===== config.mk =====
export PLATFORM = sky130hd
export DESIGN_NAME = hazard_stall_ctrl
export DESIGN_NICKNAME = d
export VERILOG_FILES = /design/src/rtl/hazard_stall_ctrl.sv
export SDC_FILE = /design/constraint.sdc
export NUM_CORES = 1
export LEC_CHECK = 0
export BUFFER_PORTS_ARGS = -buffer_cell sky130_fd_sc_hd__buf_2
export CAP_MARGIN = 40
export CORE_ASPECT_RATIO = 1.25
export CORE_UTILIZATION = 52
export DETAILED_ROUTE_END_ITERATION = 7
export GPL_ROUTABILITY_DRIVEN = 0
export PLACE_DENSITY = 0.91
export SYNTH_ARGS = -nofsm -noshare
export SYNTH_HDL_FRONTEND = slang
export SYNTH_SLANG_ARGS = --single-unit

===== constraint.sdc =====
create_clock -name clk -period 2.8 [get_ports clk]
set_input_delay 0.28 -clock clk [delete_from_list [all_inputs] [get_ports clk]]
set_output_delay 0.28 -clock clk [all_outputs]
set_load 0.05 [all_outputs]

===== src/rtl/hazard_stall_ctrl.sv =====
// ---------------------------------------------------------------------------
// hazard_stall_ctrl
//
// Stall controller for the 5-stage pipeline. Decodes read-after-write hazards
// between the D-stage sources (rs, rt) and the E/M destinations using the
// Tuse/Tnew scheme. It also tracks the busy window of the HI/LO
// multiply/divide unit. A single stall term drives the F/D freeze, the PC
// enable and the D/E bubble.
//
// Ports
//   clk, reset            clock; synchronous active-high reset
//   rs_d, rt_d            D-stage source register indices
//   tuse_rs_d, tuse_rt_d  cycles until D needs the source (3 = never read)
//   md_use_d              D instruction uses the mult/div unit or HI/LO
//   a_e, tnew_e           E-stage destination (0 = none) and its Tnew
//   a_m, tnew_m           M-stage destination (0 = none) and its Tnew
//   start_e, is_div_e     mult/div launches in E; 1 = divide, 0 = multiply
//   freeze_fd             hold the F/D register
//   pc_en                 PC update enable
//   flush_de              clear the D/E register (insert a nop)
//   md_busy               mult/div unit busy (state register decode)
//   stall_cnt             saturating count of stalled cycles since reset
// ---------------------------------------------------------------------------
module hazard_stall_ctrl #(
  parameter int MULT_CYCLES = 5,
  parameter int DIV_CYCLES  = 10,
  parameter int CNT_W       = 4
) (
  input  logic        clk,
  input  logic        reset,
  input  logic [4:0]  rs_d,
  input  logic [4:0]  rt_d,
  input  logic [1:0]  tuse_rs_d,
  input  logic [1:0]  tuse_rt_d,
  input  logic        md_use_d,
  input  logic [4:0]  a_e,
  input  logic [1:0]  tnew_e,
  input  logic [4:0]  a_m,
  input  logic [1:0]  tnew_m,
  input  logic        start_e,
  input  logic        is_div_e,
  output logic        freeze_fd,
  output logic        pc_en,
  output logic        flush_de,
  output logic        md_busy,
  output logic [31:0] stall_cnt
);

  typedef enum logic {
    IDLE = 1'b0,
    BUSY = 1'b1
  } state_t;

  state_t            state_reg;
  state_t            state_next;
  logic [CNT_W-1:0]  cnt_reg;
  logic [CNT_W-1:0]  cnt_next;

  // Source 0 is rs, source 1 is rt.
  logic [1:0][4:0]   src;
  logic [1:0][1:0]   tuse;
  logic [1:0]        hit_e;
  logic [1:0]        hit_m;
  logic              md_stall;
  logic              stall;

  assign src[0]  = rs_d;
  assign src[1]  = rt_d;
  assign tuse[0] = tuse_rs_d;
  assign tuse[1] = tuse_rt_d;

  // A producer only forces a stall when its result arrives later than the
  // consumer needs it. Register $0 is hard-wired, so it is never a hazard.
  genvar gi;
  generate
    for (gi = 0; gi < 2; gi++) begin : g_src
      assign hit_e[gi] = (src[gi] != 5'd0) && (src[gi] == a_e) &&
                         (tuse[gi] < tnew_e);
      assign hit_m[gi] = (src[gi] != 5'd0) && (src[gi] == a_m) &&
                         (tuse[gi] < tnew_m);
    end
  endgenerate

  assign md_busy  = (state_reg == BUSY);

  // start_e is included so that an HI/LO consumer directly behind the
  // launching mult/div stalls in the launch cycle, before md_busy rises.
  assign md_stall = md_use_d && (md_busy || start_e);

  // One OR-reduced term feeds all three controls, so they always agree.
  // A data hazard that overlaps an md stall still counts once.
  assign stall     = (|hit_e) || (|hit_m) || md_stall;
  assign freeze_fd = stall;
  assign pc_en     = ~stall;
  assign flush_de  = stall;

  // Mult/div busy tracker: next state and count.
  always_comb begin
    state_next = state_reg;
    cnt_next   = cnt_reg;
    unique case (state_reg)
      IDLE: begin
        if (start_e) begin
          cnt_next   = is_div_e ? CNT_W'(DIV_CYCLES) : CNT_W'(MULT_CYCLES);
          state_next = BUSY;
        end
      end
      BUSY: begin
        // A start_e seen here is illegal and is deliberately ignored. The
        // running count is not reloaded.
        cnt_next = cnt_reg - CNT_W'(1);
        if (cnt_reg == CNT_W'(1)) begin
          state_next = IDLE;
        end
      end
      default: begin
        state_next = IDLE;
        cnt_next   = '0;
      end
    endcase
  end

  always_ff @(posedge clk) begin
    if (reset) begin
      state_reg <= IDLE;
      cnt_reg   <= '0;
    end else begin
      state_reg <= state_next;
      cnt_reg   <= cnt_next;
    end
  end

  // Performance counter. It holds at all-ones instead of wrapping.
  always_ff @(posedge clk) begin
    if (reset) begin
      stall_cnt <= 32'd0;
    end else if (stall && (stall_cnt != 32'hFFFF_FFFF)) begin
      stall_cnt <= stall_cnt + 32'd1;
    end
  end

endmodule

==> out/results.ini <==
[status]
status = complete, no violations

[cts]
cts.reportedPaths.clkPinSlew_ns = 0.07
hold_buffers = 0
h-tree-depth = 2
cts_resized = 0
root_buffer = clkbuf_8
cts_buffer_depth = 2
cts-buffers-inserted = 5
clock_latency_ns = 0.30
tritoncts = yes
post_cts_buffers = 0
clock_sinks = 37

[flow_run]
drv_cap = 0

[floorplanning]
die-area_mm2 = 0.00476
fp-row-count = 26
die_w_um = 61.9
fp.coreArea_mm2 = 0.00420
num_io_pins = 69
initial_utilization = 0.556
die_h_um = 76.9

[synthesis]
syn_area_per_cell_um2 = 8.39
synth_top_area_cell = dfxtp_1
synth.area.top_cells = dfxtp_1, xnor2_1, nor2_1
synth_nets = 318
synth_top_area_frac = 0.317
seq_area_frac_synth = 0.317
synth_area_mm2 = 0.00233
yosysWarnings = 0
synth_flop_cell = dfxtp_1
yosysMostFrequentCell = nor2_1
synth_cells = 278
synth_common_cells = nor2_1, dfxtp_1, xnor2_1
async_reset_ff_frac = 0
ys_ff_latch = 37
synth.distinct_cells = 48
synth_edf_count = 0

[critical_path]
worstPathMaxFanout = 10
crit_type = reg -> reg
rr_worst_depth = 7
timing.rr.start = stall_cnt[2]
cp.arrival_ns = 2.50
startpoint_type = register
worst_setup_path_end_kind = register
required_ns = 2.97
crit_path_start = stall_cnt[2]

[timing]
timing.hold.ws_ns = 0.316
drv_slew = 0
skew_ns = 0.0143
max_clock_freq_mhz = 429
rsz0062_at_grt = false
slew_headroom = 0.507
hold_violations = 0
fin_tns_setup_ns = 0
finalSetupViolCount = 0
period_minus_slack_ns = 2.33
worst_slew_pin_slew_ns = 0.739
fin_crit_sh = 0.833

[power_and_ir_drop]
p_per_area_mw_per_mm2 = 401
irDropWorstVdd_v = 0.000422
finalPower_mw = 1.12
power_leakage_nw = 1.16

[detailed_routing]
drt_wl_total_um = 5710
drtAntennaViolNets = 0
vias = 2251
drcViolationCount = 0
dr.first_iter.drc_count = 61
wire_per_inst_um = 14.2
viasPerCell = 5.61
drt_pass1_iterations = 4

[worst_hold_path]
hold_start = is_div_e
hold_class = in -> reg
whs_path_depth = 3

[global_routing]
grt_pass1_wl_um = 8920
grt_antenna_before_repair = 0
first_global_vias = 2110
gr-total-overflow = 0
globalRouteTotalUtil = 0.248
grt_max_degree = 43

[place]
post-dp-hpwl_um = 4120
port_buffers = 68

[final_layout]
antennaDiodeCount = 0
largest_reg_flops = 32
utilization = 0.664
drive_gt1_frac = 0.275
layout.nets = 384
syn_to_final_growth_pct = 19.4

==> per-stage QoR <==
| step | instances | worst slack [ns] | instance area [µm²] |
|---|---|---|---|
| finish | 401 | 0.469 | 2790 |
| global route | 401 | 0.340 | 2790 |
| CTS | 401 | 0.482 | 2790 |
| detailed placement | 393 | 0.428 | 2700 |
| global placement | 393 | 0.477 | 2700 |
| floorplan | 278 | 0.347 | 2330 |
==> layer usage <==
layer	share of wire	global-route usage
met1	0.40	0.272
met2	0.52	0.451
met3	0.053	0.0489
met4	0.020	0.0822
met5	0	0
==> cell type report <==
class                           instances  area [µm²]
Timing Repair Buffer                   70         355
Tap cell                               56        70.1
Clock buffer                            5        68.8
Fill cell                             354        1410
Clock inverter                          3        17.5
Sequential cell                        37         741
Inverter                               12        45.0
Multi-Input combinational cell        218        1490
==> path summary, 6_finish.rpt <==
path,to,slack (ns)
hold / removal,cnt_reg[3],0.32
setup / recovery,stall_cnt[27],0.47
setup reg to reg,stall_cnt[27],0.47
hold reg to reg,cnt_reg[2],0.52
==> worst max-delay path, cell delays in order (launching register included) <==
cell     delay, ns
dfxtp_1       0.44
nand4_1       0.22
nor2_2        0.33
nand4_4       0.17
or2_4         0.32
o21ai_4       0.31
nor4_2        0.11
mux2_1        0.33
==> kinds of logic after synthesis <==
logic type               count (synthesis)  synth area share
AND/OR/NAND/NOR                        139             0.355
XOR/XNOR                                43             0.161
flip-flops                              37             0.317
AO/OA/AOI/OAI                           25            0.0654
buffers and inverters                   23            0.0445
adder cells (fa/ha/maj)                  7            0.0375
multiplexers                             4            0.0188
==> cells in the final DEF, fill, tap and decap left out, types with 5 or more instances in the layout <==
cell type / count
inv_1: 11
nor2_1: 42
dfxtp_1: 37
nor3_1: 13
nor2b_1: 6
nand4_1: 12
nor4_1: 6
xnor2_1: 28
ha_1: 7
buf_2: 68
nand2_1: 8
nand3_1: 17
xor2_1: 15
o21ai_0: 9
clkbuf_8: 5
a21oi_1: 8
==> report_power, final <==
| part | leakage, nW | switching [mW] | internal (mW) |
|---|---|---|---|
| clock network | 0.0439 | 0.194 | 0.172 |
| registers | 0.300 | 0.0126 | 0.538 |
| logic | 0.820 | 0.130 | 0.0706 |
| total | 1.16 | 0.336 | 0.780 |
(Power assumes the default switching activity.)
